## config.mk

```make
export PLATFORM = sky130hd
export DESIGN_NAME = dual_bcd_converter
export DESIGN_NICKNAME = d
export VERILOG_FILES = /design/src/rtl/dsdl_pkg.sv /design/src/rtl/bcd_dabble_lane.sv /design/src/rtl/dual_bcd_converter.sv
export SDC_FILE = /design/constraint.sdc
export NUM_CORES = 1
export LEC_CHECK = 0
export CORE_AREA = 2 2 103 105
export DETAILED_ROUTE_END_ITERATION = 12
export DIE_AREA = 0 0 105 107
export PLACE_DENSITY = 0.5
export SETUP_SLACK_MARGIN = 0.05
export SYNTH_ARGS = -nofsm -noshare
export SYNTH_HDL_FRONTEND = slang
export SYNTH_SLANG_ARGS = --single-unit
```

## constraint.sdc

```tcl
create_clock -name clk -period 1.5 [get_ports clk]
set_input_delay 0.3 -clock clk [delete_from_list [all_inputs] [get_ports clk]]
set_output_delay 0.3 -clock clk [all_outputs]
set_load 0.1 [all_outputs]
```

## src/rtl/dsdl_pkg.sv

```systemverilog
// Shared definitions for the dual binary-to-BCD converter: digit width,
// shift-counter width, the controller state encoding and the per-nibble
// add-3 correction used by every double-dabble lane.
package dsdl_pkg;

  // Width of one BCD digit.
  localparam int BCD_W = 4;

  // Width of the shared shift counter; it only has to count 0..IN_W-1 and
  // operands are at most 7 bits wide, so 3 bits always suffice.
  localparam int CNT_W = 3;

  // Width of the BCD scratch register held by each lane (tens + ones).
  localparam int SCRATCH_W = 2 * BCD_W;

  // Controller states: waiting for operands, shifting, publishing digits.
  typedef enum logic [1:0] {
    S_IDLE,
    S_SHIFT,
    S_DONE
  } state_e;

  // Double-dabble correction step: any BCD nibble that is 5 or more gets 3
  // added, so that the following left shift carries correctly into the next
  // decimal digit. The compare is done on the 4-bit nibble as unsigned.
  function automatic logic [SCRATCH_W-1:0] bcd_adj8(input logic [SCRATCH_W-1:0] scratch);
    logic [BCD_W-1:0] onesNib;
    logic [BCD_W-1:0] tensNib;
    onesNib = scratch[BCD_W-1:0];
    tensNib = scratch[SCRATCH_W-1:BCD_W];
    if (onesNib >= 4'd5) begin
      onesNib = onesNib + 4'd3;
    end
    if (tensNib >= 4'd5) begin
      tensNib = tensNib + 4'd3;
    end
    return {tensNib, onesNib};
  endfunction

endpackage

```

## src/rtl/bcd_dabble_lane.sv

```systemverilog
// One operand lane of the dual converter. It saturates the incoming binary
// operand, runs the shift-add-3 sequence one bit per shift strobe, and
// publishes the finished tens/ones digits plus the saturation flag on the
// commit strobe. The lane has no sequencing of its own; the shared controller
// in the top module decides when to load, shift and commit.
module bcd_dabble_lane
  import dsdl_pkg::*;
#(
  parameter int IN_W    = 7,
  parameter int MAX_VAL = 99
) (
  input  logic             clk,
  input  logic             rst,
  input  logic             load,
  input  logic             shift,
  input  logic             commit,
  input  logic [IN_W-1:0]  bin,
  output logic [BCD_W-1:0] tens,
  output logic [BCD_W-1:0] ones,
  output logic             sat
);

  // Saturation ceiling expressed at operand width, so the compare and the
  // substitution below stay width-matched.
  localparam logic [IN_W-1:0] MAX_OP = IN_W'(MAX_VAL);

  // Remaining binary bits still to be shifted into the BCD scratch.
  logic [IN_W-1:0]      opReg;
  // Partially converted BCD value (tens nibble above ones nibble).
  logic [SCRATCH_W-1:0] scratchReg;
  // Saturation flag of the conversion in flight.
  logic                 satReg;
  // Scratch value after the add-3 correction, ready to be shifted.
  logic [SCRATCH_W-1:0] adjusted;
  // Whether the operand presented at load exceeds the ceiling.
  logic                 overLimit;

  // Combinational correction and saturation decision feeding the registers.
  assign adjusted  = bcd_adj8(scratchReg);
  assign overLimit = (bin > MAX_OP);

  // Working registers: capture the clamped operand on load, then on each
  // shift move the top operand bit into the corrected scratch. Shifting the
  // concatenation lets the bit that falls off the scratch top simply drop,
  // which is safe because a clamped operand never needs a hundreds digit.
  always_ff @(posedge clk) begin
    if (rst) begin
      opReg      <= '0;
      scratchReg <= '0;
      satReg     <= 1'b0;
    end else if (load) begin
      satReg     <= overLimit;
      opReg      <= overLimit ? MAX_OP : bin;
      scratchReg <= '0;
    end else if (shift) begin
      {scratchReg, opReg} <= {adjusted, opReg} << 1;
    end
  end

  // Published digits and flag: they only move on commit so the downstream
  // seven-segment decoder always sees a complete, stable result.
  always_ff @(posedge clk) begin
    if (rst) begin
      tens <= '0;
      ones <= '0;
      sat  <= 1'b0;
    end else if (commit) begin
      tens <= scratchReg[SCRATCH_W-1:BCD_W];
      ones <= scratchReg[BCD_W-1:0];
      sat  <= satReg;
    end
  end

endmodule

```

## src/rtl/dual_bcd_converter.sv

```systemverilog
// Dual binary-to-BCD converter feeding the HEX7..HEX4 seven-segment path.
// Two operands are accepted together, each clamped to MAX_VAL and converted
// to tens/ones digits by an iterative double-dabble lane. A single shared
// controller sequences both lanes: IDLE accepts, SHIFT runs IN_W correction
// and shift steps, DONE publishes the digits and raises a one-cycle
// out_valid pulse. One conversion completes every IN_W+2 cycles at most.
module dual_bcd_converter
  import dsdl_pkg::*;
#(
  parameter int IN_W    = 7,
  parameter int MAX_VAL = 99
) (
  input  logic             clk,
  input  logic             rst,
  input  logic             in_valid,
  output logic             in_ready,
  input  logic [IN_W-1:0]  a_bin,
  input  logic [IN_W-1:0]  b_bin,
  output logic             out_valid,
  output logic [BCD_W-1:0] a_tens,
  output logic [BCD_W-1:0] a_ones,
  output logic [BCD_W-1:0] b_tens,
  output logic [BCD_W-1:0] b_ones,
  output logic             a_sat,
  output logic             b_sat
);

  // Counter value on the final shift step of a conversion.
  localparam logic [CNT_W-1:0] CNT_LAST = CNT_W'(IN_W - 1);

  // Controller state and its combinational successor.
  state_e           state;
  state_e           stateNext;
  // Shift step index within the current conversion.
  logic [CNT_W-1:0] cnt;
  logic [CNT_W-1:0] cntNext;
  // Strobes that drive both lanes in lockstep.
  logic             loadStrobe;
  logic             shiftStrobe;
  logic             commitStrobe;

  // Controller registers: reset always wins, which also aborts a conversion
  // that is part-way through shifting or waiting to commit.
  always_ff @(posedge clk) begin
    if (rst) begin
      state <= S_IDLE;
      cnt   <= '0;
    end else begin
      state <= stateNext;
      cnt   <= cntNext;
    end
  end

  // Next-state and strobe decode. Inputs are only looked at in IDLE, so
  // operand changes during a conversion are ignored rather than queued.
  always_comb begin
    stateNext    = state;
    cntNext      = cnt;
    in_ready     = 1'b0;
    loadStrobe   = 1'b0;
    shiftStrobe  = 1'b0;
    commitStrobe = 1'b0;
    case (state)
      S_IDLE: begin
        in_ready = 1'b1;
        if (in_valid) begin
          loadStrobe = 1'b1;
          cntNext    = '0;
          stateNext  = S_SHIFT;
        end
      end
      S_SHIFT: begin
        shiftStrobe = 1'b1;
        if (cnt == CNT_LAST) begin
          stateNext = S_DONE;
        end else begin
          cntNext = cnt + CNT_W'(1);
        end
      end
      S_DONE: begin
        commitStrobe = 1'b1;
        stateNext    = S_IDLE;
      end
      default: begin
        stateNext = S_IDLE;
      end
    endcase
  end

  // out_valid marks the cycle in which freshly committed digits first appear.
  // DONE always leads straight back to IDLE, so the pulse is never two long.
  always_ff @(posedge clk) begin
    if (rst) begin
      out_valid <= 1'b0;
    end else begin
      out_valid <= commitStrobe;
    end
  end

  // Operand A lane (switches SW[17:11]).
  bcd_dabble_lane #(
    .IN_W    (IN_W),
    .MAX_VAL (MAX_VAL)
  ) laneA (
    .clk    (clk),
    .rst    (rst),
    .load   (loadStrobe),
    .shift  (shiftStrobe),
    .commit (commitStrobe),
    .bin    (a_bin),
    .tens   (a_tens),
    .ones   (a_ones),
    .sat    (a_sat)
  );

  // Operand B lane (switches SW[10:4]).
  bcd_dabble_lane #(
    .IN_W    (IN_W),
    .MAX_VAL (MAX_VAL)
  ) laneB (
    .clk    (clk),
    .rst    (rst),
    .load   (loadStrobe),
    .shift  (shiftStrobe),
    .commit (commitStrobe),
    .bin    (b_bin),
    .tens   (b_tens),
    .ones   (b_ones),
    .sat    (b_sat)
  );

endmodule
```

==> run_results.csv, run 1 <==
group,metric,value,unit
job,drv_cap,0,
worst_setup_path,setup.worst_path.start_class,"primary input",
routing,wirelength,6.235,mm
pwr,p_sw_frac,0.2520,
clock_network,clock_latency,0.31,ns
sta,fin_setup_tns,0,ns
sta,timing.hold.ws,0.4648,ns
clock_network,clk_pin_slew,0.10,ns
worst_hold_path,hp-start,"laneA.opReg[6]$_SDFFE_PP0P_",
clock_network,clkSinkCount,56,
pwr,powerDensity,792.7,nW/µm²
die,start_util,0.2568,
sta,period_minus_slack,1.452,ns
routing,first_pass_iters,4,
global_route,grt_pass1_wl,10.70,mm
clock_network,cts_root_buffer,"clkbuf_8",
die,die_x,105,µm
worst_hold_path,min_to,"laneA.scratchReg[0]$_SDFFE_PP0P_",
sta,layout_setup_ws,0.04793,ns
routing,drt-wirelength-per-cell,12.15,µm
pwr,share_clk_of_total_power,0.335,
pwr,seq_power_share,0.524,
placement,dp_slack,-0.3745,ns
clock_network,cts_tree,"built",
die,io_pins,37,
global_route,track_usage,0.1152,
placement,place_area,3508,µm²
global_route,grt_pass1_vias,2277,
worst_setup_path,worst-r2r-cell-count,6,
sta,skew,0.01118,ns
clock_network,cts_max_path_buffers,2,
placement,io_buffers,36,
worst_setup_path,critPathKind,"in2reg",
synthesis,synth_seq_area_share,0.4326,
worst_setup_path,reg2reg_from,"laneA.scratchReg[1]$_SDFFE_PP0P_",
sta,fmax,688.7,MHz
worst_setup_path,endpoint_kind,"flop",
synthesis,yosys_warnings,0,
worst_hold_path,holdPathStages,2,
synthesis,synthCells,316,
layout,syn_to_final_growth,45.29,%
pwr,p_leak,1.418,nW
pwr,vdd_drop_max,0.3464,mV
worst_setup_path,r2r_end,"laneA.scratchReg[4]$_SDFFE_PP0P_",
sta,setup_viol_count_final,0,
synthesis,yosys_register_bits,56,
layout,drive_above_1_share,0.2599,
pwr,power_switching,752.0,µW
worst_setup_path,arrival,1.66,ns
global_route,overflow,0,
routing,via_count,2332,
placement,dp_hpwl,4.573,mm
synthesis,yosysUniqueCellTypes,37,
sta,rsz0062_at_grt,"yes",
die,coreArea,10090,µm²
sta,hold_viol,0,
pwr,p_int,2.232,mW
synthesis,syn_avg_cell_area,8.200,µm²
sta,maxSlewViolCount,0,
layout,n_fill_cell,1071,
layout,num_antenna_cells,0,
worst_setup_path,cp.required,1.71,ns
sta,worstMarginPinSlew,0.3772,ns
routing,via_per_inst,4.546,
worst_setup_path,critPathLaunch,"in_valid",
global_route,grt_antenna_before_repair,0,
routing,drc,0,
global_route,grt_max_degree,26,
run_status,status,"finished clean",
clock_network,cts-buffers-inserted,5,
sta,post-route-period-util,0.9680,
routing,first_iter_violations,52,
worst_hold_path,hold_path_class,"reg2reg",
layout,finalInstanceArea,3765,µm²
layout,utilization,0.3730,
clock_network,htreeDepth,2,
placement,gp_congestion,0.7655,
layout,layout.nets,403,
die,fp.dieH,107,µm
sta,slew_headroom,0.7479,
routing,ant_nets,0,
worst_setup_path,ff2ff_setup_slack,0.11,ns
pwr,power_frac_comb,0.141,
synthesis,synth_fp_nets,343,
worst_setup_path,critPathMaxFanout,9,
die,die_area,11240,µm²
die,rows,37,
synthesis,syn-cell-area,2591,µm²
## timing repair
item | 4_1_cts | 5_1_grt
resized for setup | 12 | 23
buffers inserted | 0 | 3
hold buffers | 0 | 0
pin swaps | 1 | 6
endpoints found under the setup margin | 28 | 32
## layout by cell type, fill, tap and decap left out, types with 3 or more instances in the layout
| master | netlist | layout |
|---|---|---|
| a21oi_1 | 50 | 48 |
| dfxtp_1 | 56 | 48 |
| nand2_1 | 44 | 44 |
| nor2_1 | 34 | 33 |
| buf_4 | 0 | 33 |
| buf_12 | 0 | 23 |
| clkdlybuf4s50_1 | 0 | 16 |
| inv_1 | 14 | 11 |
| nor3_1 | 10 | 10 |
| o21ai_0 | 10 | 10 |
| nand3_1 | 8 | 8 |
| dfxtp_2 | 0 | 8 |
| ha_1 | 10 | 6 |
| nor4_1 | 6 | 5 |
| clkbuf_8 | 0 | 5 |
| nand2b_1 | 6 | 4 |
| mux2i_1 | 4 | 4 |
| a22o_1 | 4 | 4 |
| a211oi_1 | 4 | 4 |
| nor2b_1 | 4 | 3 |
| o22ai_1 | 3 | 3 |
| a31oi_1 | 3 | 3 |
| ha_2 | 0 | 3 |
## worst max-delay path, stage by stage
cell	delay (ns)
clkdlybuf4s50_1	0.50
or3b_4	0.46
buf_4	0.17
a31oi_1	0.17
nor2_1	0.06
## layout make-up
type	instances	area (µm²)	area share
Tap cell	136	170.2	0.04520
Multi-Input combinational cell	227	1429	0.3795
Inverter	14	55.05	0.01462
Clock buffer	5	68.82	0.01828
Clock inverter	3	42.54	0.01130
Timing Repair Buffer	72	868.3	0.2306
Sequential cell	56	1131	0.3004
## routing by layer
layer | part of all wire | track usage | vias to the layer above | routed length [µm]
li1 | - | - | 1228 | -
met1 | 0.47 | 0.1440 | 1062 | 2953
met2 | 0.49 | 0.2059 | 38 | 3058
met3 | 0.030 | 0.02188 | 4 | 186
met4 | 0.0059 | 0.02476 | 0 | 37
met5 | 0 | 0 | - | 0
## how the worst max path moves through the flow
| stage | endpoint | slack, ns | depth (start not counted) |
|---|---|---|---|
| 6_report | cnt[1]$_SDFFE_PP0P_ | 0.05 | 5 |
| 5_1_grt | cnt[1]$_SDFFE_PP0P_ | 0.002 | 5 |
| 4_1_cts | cnt[1]$_SDFFE_PP0P_ | 0.05 | 5 |
| 3_5_place_dp | cnt[1]$_SDFFE_PP0P_ | -0.37 | 5 |
| 3_3_place_gp | laneB.satReg$_SDFFE_PP0P_ | -0.32 | 5 |
| 2_1_floorplan | in_ready | 0.09 | 3 |
## Yosys cell counts
master | number | area, µm²
a2111oi_0 | 4 | 35.03
a2111oi_2 | 1 | 15.01
a211oi_1 | 4 | 30.03
a21o_1 | 2 | 15.01
a21oi_1 | 50 | 250.2
a22o_1 | 4 | 35.03
a31oi_1 | 3 | 18.77
a41oi_1 | 2 | 17.52
and2_1 | 1 | 6.260
buf_1 | 1 | 3.750
buf_2 | 10 | 50.05
buf_6 | 3 | 33.78
clkbuf_1 | 5 | 18.77
dfxtp_1 | 56 | 1121
ha_1 | 10 | 125.1
inv_1 | 14 | 52.55
mux2i_1 | 4 | 40.04
nand2_1 | 44 | 165.2
nand2_2 | 1 | 6.260
nand2b_1 | 6 | 37.54
nand3_1 | 8 | 40.04
nand4b_1 | 2 | 17.52
nor2_1 | 34 | 127.6
nor2_2 | 1 | 6.260
nor2_4 | 1 | 11.26
nor2b_1 | 4 | 25.02
nor3_1 | 10 | 50.05
nor3b_1 | 2 | 15.01
nor4_1 | 6 | 37.54
o21ai_0 | 10 | 50.05
o22a_1 | 2 | 17.52
o22ai_1 | 3 | 18.77
o311ai_4 | 2 | 52.55
or2_2 | 1 | 6.260
or2b_1 | 2 | 15.01
or3b_1 | 1 | 8.760
or4_1 | 2 | 15.01
## registers in the layout (all words and copies together), names as in the netlist, 2 cells and up
register	flops
cnt	3
laneA.ones	4
laneA.opReg	7
laneA.scratchReg	8
laneA.tens	4
laneB.ones	4
laneB.opReg	7
laneB.scratchReg	8
laneB.tens	4
state	2
## cell families after synthesis
group | Yosys count | synth area share
simple gates | 126 | 0.2279
compound gates | 87 | 0.2144
flops | 56 | 0.4326
buf+inv | 33 | 0.06132
fa+ha+maj | 10 | 0.04829
mux | 4 | 0.01545
## through the flow
step                      instances  power, mW
after floorplan                 316      1.800
after global placement          502      1.984
after detailed placement        502      1.990
after CTS                       510      2.998
after global routing            513      3.109
final                           513      2.984
## power groups by stage
stage | Combinational, mW | Clock, mW | Sequential [mW]
CTS | 0.402 | 1.03 | 1.56
global route | 0.466 | 1.07 | 1.57
global placement | 0.388 | 0 | 1.60
finish | 0.421 | 1.00 | 1.56
detailed placement | 0.394 | 0 | 1.60
floorplan | 0.214 | 0 | 1.59
Power figures use the tool's default switching activity.
==> run 2: changes to the inputs <==
Settings changed: CORE_AREA 2 2 103 105 to 2 2 105 107, DIE_AREA 0 0 105 107 to 0 0 107 109, PLACE_DENSITY 0.5 to not set, PLACE_DENSITY_LB_ADDON set to 0.15.
==> run 2 against run 1 <==
  * Clock-buffer cell count up 1
  * Worst setup slack better by 0.034 ns
  * Critical path depth up 1
  * Non-clock buffer count up 8
  * Sequential share of layout area down 1.2 points
  * Clock power up 5%
  * Total power up 3.2%
  * Core utilization down 0.097 points
  * First-iteration DRC count down 1.9%
==> run_results.csv, run 2 (same netlist as run 1, synthesis figures left out) <==
group,metric,value,unit
job,drv_cap,0,
clock_network,postCtsHoldBufs,0,
sta,hold_viol,0,
clock_network,cts_root_buffer,"clkbuf_8",
sta,layout_setup_ws,0.08144,ns
global_route,grt_max_degree,20,
die,start_util,0.2444,
die,fp.dieH,109,µm
routing,wirelength,6.769,mm
layout,top_regs,"laneA.scratchReg: 8 flops, laneB.scratchReg: 8 flops",
die,io_pins,37,
layout,stdcell_count,525,
pwr,vdd_drop_max,0.3952,mV
layout,utilization,0.3721,
routing,via_per_inst,4.568,
clock_network,htreeDepth,2,
worst_setup_path,setup.worst_path.start_class,"flop",
sta,skew,0.006055,ns
sta,period_minus_slack,1.419,ns
routing,first_pass_iters,4,
clock_network,clkSinkCount,56,
sta,setup_viol_count_final,0,
placement,dp_hpwl,4.839,mm
layout,drive_above_1_share,0.3065,
run_status,status,"finished clean",
layout,layout.nets,411,
sta,rsz0062_at_grt,"yes",
layout,num_antenna_cells,0,
global_route,track_usage,0.1177,
worst_setup_path,endpoint_kind,"flop",
placement,io_buffers,36,
routing,ant_nets,0,
global_route,grt_antenna_before_repair,0,
pwr,p_leak,1.501,nW
sta,fmax,704.9,MHz
global_route,grt_pass1_wl,11.02,mm
placement,dp_slack,-0.3140,ns
layout,seqCellArea,1136,µm²
routing,via_count,2398,
pwr,powerDensity,780.7,nW/µm²
worst_setup_path,critPathLaunch,"laneA.scratchReg[4]$_SDFFE_PP0P_",
sta,maxSlewViolCount,0,
die,rows,38,
routing,drc,0,
worst_setup_path,worst-r2r-cell-count,6,
layout,syn_to_final_growth,52.25,%
global_route,grt_pass1_vias,2348,
placement,place_inst,511,
worst_setup_path,critPathMaxFanout,3,
sta,post-route-period-util,0.9457,
routing,drt-wirelength-per-cell,12.89,µm
worst_setup_path,cp.required,1.75,ns
worst_hold_path,hold_path_class,"reg2reg",
global_route,overflow,0,
layout,n_fill_cell,1091,
clock_network,cts-buffers-inserted,5,
layout,finalInstanceArea,3945,µm²
die,die_area,11660,µm²
placement,place_area,3563,µm²
routing,first_iter_violations,51,
die,die_x,107,µm
clock_network,cts_tree,"built",
die,coreArea,10600,µm²
clock_network,clk_pin_slew,0.10,ns
clock_network,cts_max_path_buffers,2,
worst_setup_path,reg2reg_from,"laneA.scratchReg[4]$_SDFFE_PP0P_",
worst_hold_path,hp-start,"laneA.opReg[1]$_SDFFE_PP0P_",
placement,gp_congestion,0.7308,
sta,worstMarginPinSlew,0.3628,ns
clock_network,clock_latency,0.31,ns
worst_hold_path,holdPathStages,1,
worst_setup_path,critPathKind,"reg2reg",
layout,final_cell_mix,"a21oi_1 (46), dfxtp_1 (46), nand2_1 (44)",
worst_setup_path,arrival,1.67,ns
sta,slew_headroom,0.7519,
layout,multi_input_area,1479,µm²
[run 2: cell count changes in the layout (fill, tap and decap cells not counted), sizes merged]
cell           previous run  this run
clkinvlp                  1         0
clkdlybuf4s50            16        15
buf                      56        63
clkbuf                    5         7
dlymetal6s2s              0         1
[run 2: where the power goes]
part           switching, mW  internal (mW)  total, mW
Combinational          0.228          0.234      0.463
Clock                  0.508          0.547       1.05
Sequential            0.0321           1.53       1.56
Total                  0.768           2.31       3.08
[run 2: metrics by stage]
| step | total power, mW | TNS, ns | hold WS, ns |
|---|---|---|---|
| finish | 3.080 | 0 | 0.4677 |
| global route | 3.233 | 0 | 0.5017 |
| CTS | 3.070 | 0 | 0.4740 |
| detailed placement | 2.007 | -7.517 | 0.4504 |
| global placement | 2.002 | -7.268 | 0.4414 |
| floorplan | 1.800 | 0 | 0.4273 |
[run 2: path summary, 6_finish.rpt]
path / end / slack [ns]
max: laneA.scratchReg[5]$_SDFFE_PP0P_ / 0.08
min reg2reg: laneA.opReg[1]$_SDFFE_PP0P_ / 0.47
min: laneA.opReg[1]$_SDFFE_PP0P_ / 0.47
max reg2reg: laneA.scratchReg[5]$_SDFFE_PP0P_ / 0.08
[run 2: worst max-delay path, stage by stage (launching register included)]
cell and delay (ns):
dfxtp_2 0.37, buf_6 0.11, ha_4 0.11, nand2b_4 0.12, a21oi_4 0.06, or4_4 0.52, nand3_2 0.08
[run 2: repair_timing]
| item | in CTS | in global routing |
|---|---|---|
| cloned | 0 | 1 |
| endpoints found under the setup margin | 9 | 26 |
| resized for setup | 12 | 43 |
| setup buffers | 1 | 4 |
| pin swaps | 0 | 10 |
[run 2: layer usage]
layer / vias to the layer above / global-route usage / wire, µm
li1: 1232 / - / -
met1: 1124 / 0.1452 / 3120
met2: 40 / 0.2147 / 3440
met3: 2 / 0.02212 / 182
met4: 0 / 0.02226 / 25
met5: - / 0 / 0
[run 2: area by class of cell]
type,instances,share of cell area
Clock buffer,6,0.02093
Timing Repair Buffer,80,0.2474
Clock inverter,2,0.009832
Sequential cell,56,0.2880
Inverter,14,0.01459
Multi-Input combinational cell,227,0.3749
Tap cell,140,0.04440
